## config.mk

```make
export PLATFORM = sky130hd
export DESIGN_NAME = uart_rx_flat
export DESIGN_NICKNAME = d
export VERILOG_FILES = /design/src/rtl/uart_rx_if.sv /design/src/rtl/uart_rx.sv /design/src/flat_wrapper.sv
export SDC_FILE = /design/constraint.sdc
export NUM_CORES = 1
export LEC_CHECK = 0
export ABC_AREA = 1
export CORE_MARGIN = 10
export CORE_UTILIZATION = 64
export DETAILED_ROUTE_END_ITERATION = 16
export PLACE_DENSITY = 0.95
export SETUP_SLACK_MARGIN = 0.5
export SYNTH_ARGS = -nofsm -noshare
export SYNTH_HDL_FRONTEND = slang
export SYNTH_SLANG_ARGS = --single-unit
```

## constraint.sdc

```tcl
create_clock -name clk_125MHz -period 2.2 [get_ports clk_125MHz]
set_input_delay 0.33 -clock clk_125MHz [delete_from_list [all_inputs] [get_ports clk_125MHz]]
set_output_delay 0.33 -clock clk_125MHz [all_outputs]
set_load 0.005 [all_outputs]
```

## src/rtl/uart_rx_if.sv

```systemverilog
// uart_rx_if -- serial line plus received-byte signals of the UART receiver.
//   rx       : serial line, idle high, 8N1, LSB first (driven by master)
//   rx_d     : last correctly framed byte
//   rx_valid : one-cycle pulse, rx_d is new in that cycle
//   rx_err   : one-cycle pulse on a framing error
//   rx_busy  : receiver is not idle
// master: line driver / byte consumer side; slave: the receiver.
interface uart_rx_if;
    logic       rx;
    logic [7:0] rx_d;
    logic       rx_valid;
    logic       rx_err;
    logic       rx_busy;

    modport master (output rx, input rx_d, rx_valid, rx_err, rx_busy);
    modport slave  (input rx, output rx_d, rx_valid, rx_err, rx_busy);
endinterface

```

## src/rtl/uart_rx.sv

```systemverilog
// uart_rx -- 8N1 UART receiver, LSB first, mid-bit sampling.
//   CLKS_PER_BIT : clk_125MHz cycles per bit period (8..65535)
//   clk_125MHz   : single clock, all state on its rising edge
//   rst          : asynchronous, active-high reset
//   bus          : uart_rx_if.slave (rx in; rx_d, rx_valid, rx_err, rx_busy out)
module uart_rx #(
    parameter int unsigned CLKS_PER_BIT = 1085
) (
    input  logic      clk_125MHz,
    input  logic      rst,
    uart_rx_if.slave  bus
);

    localparam logic [15:0] HALF_M1 = 16'(CLKS_PER_BIT / 2 - 1);
    localparam logic [15:0] BIT_M1  = 16'(CLKS_PER_BIT - 1);

    typedef enum logic [2:0] {
        IDLE,
        START,
        DATA,
        STOP,
        WAIT_IDLE
    } state_t;

    state_t      state;
    logic [15:0] cnt;
    logic [2:0]  idx;
    logic [7:0]  shift;
    logic        rx_m;
    logic        rx_s;
    logic [7:0]  rx_d_q;
    logic        rx_valid_q;
    logic        rx_err_q;
    logic        rx_busy_q;

    assign bus.rx_d     = rx_d_q;
    assign bus.rx_valid = rx_valid_q;
    assign bus.rx_err   = rx_err_q;
    assign bus.rx_busy  = rx_busy_q;

    // Two-flop synchronizer, preset to the idle level so reset never looks
    // like a start bit.
    always_ff @(posedge clk_125MHz or posedge rst) begin
        if (rst) begin
            rx_m <= 1'b1;
            rx_s <= 1'b1;
        end else begin
            rx_m <= bus.rx;
            rx_s <= rx_m;
        end
    end

    // rx_busy is registered alongside each state change so it always
    // reflects the state being entered.
    always_ff @(posedge clk_125MHz or posedge rst) begin
        if (rst) begin
            state      <= IDLE;
            cnt        <= '0;
            idx        <= '0;
            shift      <= '0;
            rx_d_q     <= '0;
            rx_valid_q <= 1'b0;
            rx_err_q   <= 1'b0;
            rx_busy_q  <= 1'b0;
        end else begin
            rx_valid_q <= 1'b0;
            rx_err_q   <= 1'b0;
            case (state)
                IDLE: begin
                    if (!rx_s) begin
                        state     <= START;
                        cnt       <= '0;
                        rx_busy_q <= 1'b1;
                    end
                end
                START: begin
                    // Half a bit after the edge: confirm the start bit so the
                    // rest of the samples land at mid-bit.
                    if (cnt == HALF_M1) begin
                        if (rx_s) begin
                            state     <= IDLE;
                            rx_busy_q <= 1'b0;
                        end else begin
                            state <= DATA;
                            cnt   <= '0;
                            idx   <= '0;
                        end
                    end else begin
                        cnt <= cnt + 16'd1;
                    end
                end
                DATA: begin
                    if (cnt == BIT_M1) begin
                        shift <= {rx_s, shift[7:1]};
                        cnt   <= '0;
                        idx   <= idx + 3'd1;
                        if (idx == 3'd7) begin
                            state <= STOP;
                        end
                    end else begin
                        cnt <= cnt + 16'd1;
                    end
                end
                STOP: begin
                    if (cnt == BIT_M1) begin
                        cnt <= '0;
                        if (rx_s) begin
                            rx_d_q     <= shift;
                            rx_valid_q <= 1'b1;
                            state      <= IDLE;
                            rx_busy_q  <= 1'b0;
                        end else begin
                            rx_err_q <= 1'b1;
                            state    <= WAIT_IDLE;
                        end
                    end else begin
                        cnt <= cnt + 16'd1;
                    end
                end
                WAIT_IDLE: begin
                    // A held-low line (break) must not be taken as a new start bit.
                    if (rx_s) begin
                        state     <= IDLE;
                        rx_busy_q <= 1'b0;
                    end
                end
                default: begin
                    state     <= IDLE;
                    rx_busy_q <= 1'b0;
                end
            endcase
        end
    end

endmodule

```

## src/flat_wrapper.sv

```systemverilog
// flat-port wrapper written by rule: the top's interface ports become plain ports
module uart_rx_flat 
#(
    parameter int unsigned CLKS_PER_BIT = 1085
)
  (clk_125MHz, rst, bus_rx, bus_rx_d, bus_rx_valid, bus_rx_err, bus_rx_busy);
  uart_rx_if bus_i ();
  input  logic clk_125MHz;
  input  logic rst;
  input wire logic [$bits(bus_i.rx)-1:0] bus_rx;
  output wire logic [$bits(bus_i.rx_d)-1:0] bus_rx_d;
  output wire logic [$bits(bus_i.rx_valid)-1:0] bus_rx_valid;
  output wire logic [$bits(bus_i.rx_err)-1:0] bus_rx_err;
  output wire logic [$bits(bus_i.rx_busy)-1:0] bus_rx_busy;
  assign bus_i.rx = bus_rx;
  assign bus_rx_d = bus_i.rx_d;
  assign bus_rx_valid = bus_i.rx_valid;
  assign bus_rx_err = bus_i.rx_err;
  assign bus_rx_busy = bus_i.rx_busy;
  uart_rx #(.CLKS_PER_BIT(CLKS_PER_BIT)) u_core (.clk_125MHz(clk_125MHz), .rst(rst), .bus(bus_i));
endmodule
```

==> impl_metrics.tcl, run 1 <==
set metrics [dict create \
    setup_viol 0 \
    start_kind "flip-flop" \
    clk_pin_slew_ps 90 \
    cts_sinks 43 \
    rsz0062_at_grt "true" \
    syn-cell-area_um2 2519 \
    maxSlewHeadroom_pct 64.41 \
    layout.cells.non_filler 420 \
    syn-num-nets 349 \
    r2r_setup_slack_ps 480 \
    final_core_util_pct 81.65 \
    final_nets 379 \
    setup-tns-final_ps 0 \
    synth_edf_count 0 \
    yosysTopAreaCell "dfrtp_1" \
    cts-htree-levels 2 \
    cts.path.max_buffers 2 \
    synthSimpleGateAreaFrac_pct 34.38 \
    syn_inst 341 \
    fin_area_um2 3057 \
    crit_buf_inv 3 \
    muxShareOfSynthArea_pct 0 \
    cp_data_required_time_ps 2390 \
    wire_per_inst_um 16.13 \
    grt_pass1_vias 2209 \
    cts_made_buffers 5 \
    yosysWarnings 0 \
    grt_pass1_wl_mm 9.735 \
    p_leak_nw 1.452 \
    diodes 0 \
    rr_worst_depth 10 \
    insertion_delay_ps 310 \
    start_util_pct 67.28 \
    cp-end-kind "flip-flop" \
    synthTopCellsByCount "nand2_1, inv_1, dfrtp_1" \
    synth.area.top_cells "dfrtp_1, nand2_1, inv_1" \
    hold_violations 0 \
    die_width_um 82.73 \
    synth.most_common_cell "nand2_1" \
    tightest_slew_ps 533.8 \
    status "finished, final reports clean" \
    place_ws_ps 319.0 \
    worstSetupPathDepth 10 \
    cts_tree "yes" \
    path_cells "inv_2 > ha_4 > nand3_2 > nor2_2 > nand2_2 > buf_4 > inv_6 > nand3_4 > nand2_1 > o21ai_2" \
    yosys.area_share.xor_xnor_pct 0.3477 \
    ys_seq_area_share_pct 42.82 \
    fillers 230 \
    drt_pass1_iterations 5 \
    synth_ff_type "dfrtp_1" \
    ant_nets 0 \
    place.gp.congestion 0.9225 \
    fin_skew_ps 10.59 \
    fmax_mhz 581.0 \
    drt_iter0_markers 285 \
    cp.arrival_ps 1910 \
    place_hpwl_mm 3.999 \
    antenna_found_initial 0 \
    dieArea_um2 6844 \
    worstSetupStartpoint "u_core.cnt[1]" \
    slowest_delay_ps 450 \
    drc_errors 0 \
    core_region_area_um2 3744 \
    grt_max_degree 44 \
    path_class "reg2reg" \
    endpoint "u_core.bus.rx_d[2]" \
    r2r_end "u_core.bus.rx_d[2]" \
    slew_violations 0 \
    dpl_cell_area_um2 2651 \
    async_flop_share_pct 100.0 \
    finalCriticalPeriod_ps 1721 \
    fin_ws_ps 478.7 \
    vdd.ir_drop.worst_uv 472.8 \
    io_pins 14 \
    synth_top_area_share_pct 40.74 \
    synth_top_family_by_area "simple AND/OR/NAND/NOR gates" \
    root_buffer "clkbuf_8" \
    power_density_nw_per_um2 474.6 \
    num_vias 2458 \
    post_route_cells_drive_above_1_share_pct 22.04 \
    syn_to_final_growth_pct 21.36 \
    via_per_inst 5.852 \
    gr-usage-all-layers_pct 18.35 \
    rows 22 \
    drv_cap 0 \
    reg2reg_from "u_core.cnt[1]" \
    wirelength_mm 6.774 \
    die_y_um 82.73 \
    yosysUniqueCellTypes 33 \
    path_max_fanout 8 \
    critical_path.top_delay_family "simple AND/OR/NAND/NOR gates" \
    ys_ff_latch 43 \
    min_path_cells 0 \
    synthAdderAreaFrac_pct 2.484 \
    crit_slowest_cell "dfrtp_1" \
    synth_compound_area_share_pct 9.737 \
    io_buffer_count 13 \
    placed_cells 395 \
    synth_area_per_cell_um2 7.386 \
    hp-class "reg2reg" \
    grt.overflow.total 0 \
    period_share_pct 78.24 \
]
[what timing repair did]
item,4_1_cts,5_1_grt
setup endpoints to repair,28,39
hold buffers,0,0
buffers inserted,0,16
pin swaps,0,10
cloned,1,0
resized for setup,5,39
[metrics by stage]
| stage | hold WS, ps | power (mW) |
|---|---|---|
| 4_1_cts | 362.8 | 1.440 |
| 6_report | 362.4 | 1.451 |
| 3_3_place_gp | 351.1 | 0.8370 |
| 5_1_grt | 369.7 | 1.477 |
| 3_5_place_dp | 351.0 | 0.8379 |
| 2_1_floorplan | 334.5 | 0.8272 |
[cell usage in the layout (no fill, tap or decap), drive strengths merged]
master / n
o211ai: 2
bufinv: 1
ha: 5
clkbuf: 6
inv: 45
xor2: 1
dfstp: 2
a21oi: 3
buf: 17
clkinv: 4
a31oi: 1
nand3: 32
clkdlybuf4s50: 13
clkinvlp: 3
o22ai: 2
nand2: 118
nor3: 4
dfrtp: 41
o21ai: 31
nor2: 37
nand4: 4
[flip-flops by register name (all words and copies together), names as in the netlist]
signal,count
u_core.idx,3
u_core.state,3
u_core.cnt,16
u_core.bus.rx_d,8
u_core.shift,8
u_core.bus.rx_busy,1
u_core.bus.rx_valid,1
u_core.rx_m,1
u_core.rx_s,1
u_core.bus.rx_err,1
[power by group]
part / switching, mW / leakage (nW) / internal, mW
Sequential: 0.00578 / 0.567 / 0.794
Combinational: 0.0194 / 0.833 / 0.00919
Clock: 0.284 / 0.0514 / 0.339
Total: 0.309 / 1.45 / 1.14
[logic make-up after synthesis]
kind of cell | count (synthesis)
fa+ha+maj | 5
flops | 43
buf+inv | 59
simple gates | 194
compound gates | 39
xor+xnor | 1
[layout make-up]
class	count	area [µm²]	area share, %
clock inverter	2	37.54	1.228
sequential	43	1090	35.65
timing repair buffer	30	292.8	9.578
multi-input combinational	240	1296	42.41
inverter	51	207.7	6.795
clock buffer	6	72.57	2.374
tap	48	60.06	1.965
[metal layers]
metal,vias to the layer above,global-route usage [%],wire [µm]
met5,-,0,0
met4,0,11.04,327
met3,41,5.076,513
met2,144,30.63,3304
met1,1147,20.41,2629
li1,1126,-,-
[worst min path at each step]
stage / start / endpoint / slack [ps]
global placement: u_core.rx_m / u_core.rx_s / 350
finish: u_core.rx_m / u_core.rx_s / 360
floorplan: bus_rx / u_core.rx_m / 330
CTS: u_core.rx_m / u_core.rx_s / 360
global route: u_core.rx_m / u_core.rx_s / 370
detailed placement: u_core.rx_m / u_core.rx_s / 350
Note: power is estimated with default switching activity, not from simulation.
==> inputs of run 2 (changes only) <==
--- a/config.mk
+++ b/config.mk
@@ -7,9 +7,9 @@
 export LEC_CHECK = 0
 export ABC_AREA = 1
 export CORE_MARGIN = 10
-export CORE_UTILIZATION = 64
+export CORE_UTILIZATION = 59
 export DETAILED_ROUTE_END_ITERATION = 16
-export PLACE_DENSITY = 0.95
+export PLACE_DENSITY = 0.9
 export SETUP_SLACK_MARGIN = 0.5
 export SYNTH_ARGS = -nofsm -noshare
 export SYNTH_HDL_FRONTEND = slang
==> constraint.sdc (replaced) <==
create_clock -name clk_125MHz -period 1.7 [get_ports clk_125MHz]
set_input_delay 0.255 -clock clk_125MHz [delete_from_list [all_inputs] [get_ports clk_125MHz]]
set_output_delay 0.255 -clock clk_125MHz [all_outputs]
set_load 0.005 [all_outputs]
==> run 2 against run 1 <==
Against the previous run:
- register-to-register slack got worse by 580 ps
- via count increased by 24%
- clock skew up 12 ps
- critical path type unchanged
- the run now ends with negative setup slack left
- critical path depth down 1
- setup slack worse by 580 ps
- non-clock buffer count up 21
- cell area increased by 20%
- combinational power is 64% higher
- sequential share of layout area fell by 5.9 points
==> impl_metrics.tcl, run 2 (synthesis gave the netlist of run 1 again) <==
set metrics [dict create \
    grt_max_degree 30 \
    critical_path.top_delay_family "simple AND/OR/NAND/NOR gates" \
    syn_to_final_growth_pct 45.26 \
    die_width_um 85.34 \
    use_met1_pct 25.07 \
    hp-class "in2async" \
    p_comb_share_pct 2.6 \
    final_nets 404 \
    p_seq_share_pct 57.4 \
    regMostFlops "u_core.cnt" \
    core_region_area_um2 4058 \
    path_cells "nor2_2 > inv_1 > nand2_1 > inv_1 > nand2_2 > o21ai_4 > nand2_1 > inv_1 > nor2_1" \
    cts-htree-levels 2 \
    rsz0062_at_grt "true" \
    cts.path.max_buffers 2 \
    wirelength_mm 10.64 \
    p_leak_nw 1.695 \
    status "complete, but fails checks" \
    fin_skew_ps 22.72 \
    drt_iter0_markers 493 \
    fmax_mhz 555.9 \
    place_ws_ps 37.22 \
    cp_data_required_time_ps 1930 \
    num_vias 3054 \
    clock_power_share_pct 40.0 \
    cts_hold_buf 0 \
    slowest_delay_ps 480 \
    root_buffer "clkbuf_8" \
    setup-tns-final_ps -494.6 \
    diodes 0 \
    rows 23 \
    place_hpwl_mm 4.102 \
    grtUsageMet2_pct 35.97 \
    fin_ws_ps -98.92 \
    final_common_cell "nand2_1" \
    antenna_found_initial 0 \
    maxSlewHeadroom_pct 74.03 \
    dieArea_um2 7282 \
    tightest_slew_ps 388.8 \
    crit_buf_inv 3 \
    wire_per_inst_um 23.81 \
    crit_slowest_cell "dfrtp_1" \
    largest_reg_flops 16 \
    switching_share_pct 25.81 \
    finalCriticalPeriod_ps 1799 \
    die_y_um 85.34 \
    cp.arrival_ps 2030 \
    p_total_mw 1.790 \
    cts_tree "yes" \
    cts_sinks 43 \
    fillers 134 \
    path_max_fanout 9 \
    grt_pass1_wl_mm 12.90 \
    start_util_pct 62.07 \
    period_share_pct 105.8 \
    switching_power_mw 0.4620 \
    insertion_delay_ps 320 \
    slew_violations 0 \
    final_cell_mix "nand2_1, inv_1, dfrtp_1" \
    drt_pass1_iterations 8 \
    hold_violations 0 \
    path_class "reg2reg" \
    grt_busiest_layer "met2" \
    drc_errors 0 \
    violations "negative setup slack" \
    io_buffer_count 13 \
    power_density_nw_per_um2 489.2 \
    p_int_mw 1.328 \
    drv_cap 0 \
    cts_made_buffers 5 \
    crit_top_cell "inv_1" \
    vdd.ir_drop.worst_uv 483.6 \
    place.gp.congestion 0.9392 \
    setup_viol 11 \
    via_per_inst 6.832 \
    io_pins 14 \
    gr-usage-all-layers_pct 21.62 \
    final-seq-area_um2 1090 \
    r2r_setup_slack_ps -100 \
    multi_input_area_um2 1704 \
    post_route_cells_drive_above_1_share_pct 44.08 \
    clk_pin_slew_ps 110 \
    ant_nets 0 \
    grt_pass1_vias 2645 \
    grt_use_met3_pct 4.015 \
    grt.overflow.total 0 \
    start_kind "flip-flop" \
    cp-end-kind "flip-flop" \
]
run 2: final timing paths:
check | from | endpoint | depth (start not counted)
max | u_core.state[0] | u_core.cnt[7] | 9
min | rst | u_core.state[0] | 2
max reg2reg | u_core.state[0] | u_core.cnt[7] | 9
min reg2reg | u_core.rx_m | u_core.rx_s | 0
max in group asynchronous | rst | u_core.cnt[10] | 3
min in group clk_125MHz | bus_rx | u_core.rx_m | 1
run 2: layout make-up:
| class | count | share of cell area, % |
|---|---|---|
| clock buffer | 6 | 1.984 |
| clock inverter | 2 | 0.3420 |
| inverter | 51 | 5.848 |
| multi-input combinational | 244 | 46.58 |
| sequential | 43 | 29.79 |
| tap | 50 | 1.710 |
| timing repair buffer | 51 | 13.75 |
run 2: per-layer routing:
layer	wire length, µm	vias to the layer above
met5	0	-
met4	964	0
met3	1420	127
met2	4826	341
met1	3429	1403
li1	-	1183
run 2: repair_timing:
item                       4_1_cts  5_1_grt
cloned                           5        1
pin swaps                       19       17
resized for setup               71       79
setup endpoints to repair       52       44
buffers inserted                19        8
run 2: through the flow:
stage | std cells | hold WS, ps | cell area [µm²] | util (%)
3_5_place_dp | 406 | 348.1 | 2775 | 68.39
3_3_place_gp | 406 | 351.5 | 2775 | 68.39
4_1_cts | 438 | 290.1 | 3274 | 80.70
5_1_grt | 447 | 291.4 | 3659 | 90.16
6_report | 447 | 275.3 | 3659 | 90.16
2_1_floorplan | 341 | 252.1 | 2579 | -
run 2: worst register-to-register path, delay by kind of cell, from the launching register on:
| kind | cells | cell delay [ps] |
|---|---|---|
| DFF | 1 | 480 |
| AOI/OAI and AO/OA | 1 | 130 |
| and+or+nand+nor | 5 | 780 |
| buffers and inverters | 3 | 320 |
run 2: power groups by stage:
stage               combinational [mW]  sequential (mW)  clock (mW)
floorplan                       0.0251             1.05           0
detailed placement              0.0438             1.05           0
global route                    0.0504             1.03       0.737
finish                          0.0469             1.03       0.716
global placement                0.0429             1.05           0
CTS                             0.0447             1.03       0.650
==> inputs of run 3 (changes only) <==
--- a/config.mk
+++ b/config.mk
@@ -11,6 +11,7 @@
 export DETAILED_ROUTE_END_ITERATION = 16
 export PLACE_DENSITY = 0.9
 export SETUP_SLACK_MARGIN = 0.5
+export SKIP_LAST_GASP = 1
 export SYNTH_ARGS = -nofsm -noshare
 export SYNTH_HDL_FRONTEND = slang
 export SYNTH_SLANG_ARGS = --single-unit
==> results of run 3 <==
Same layout as run 2: the final DEF is identical, and so are final timing and power.
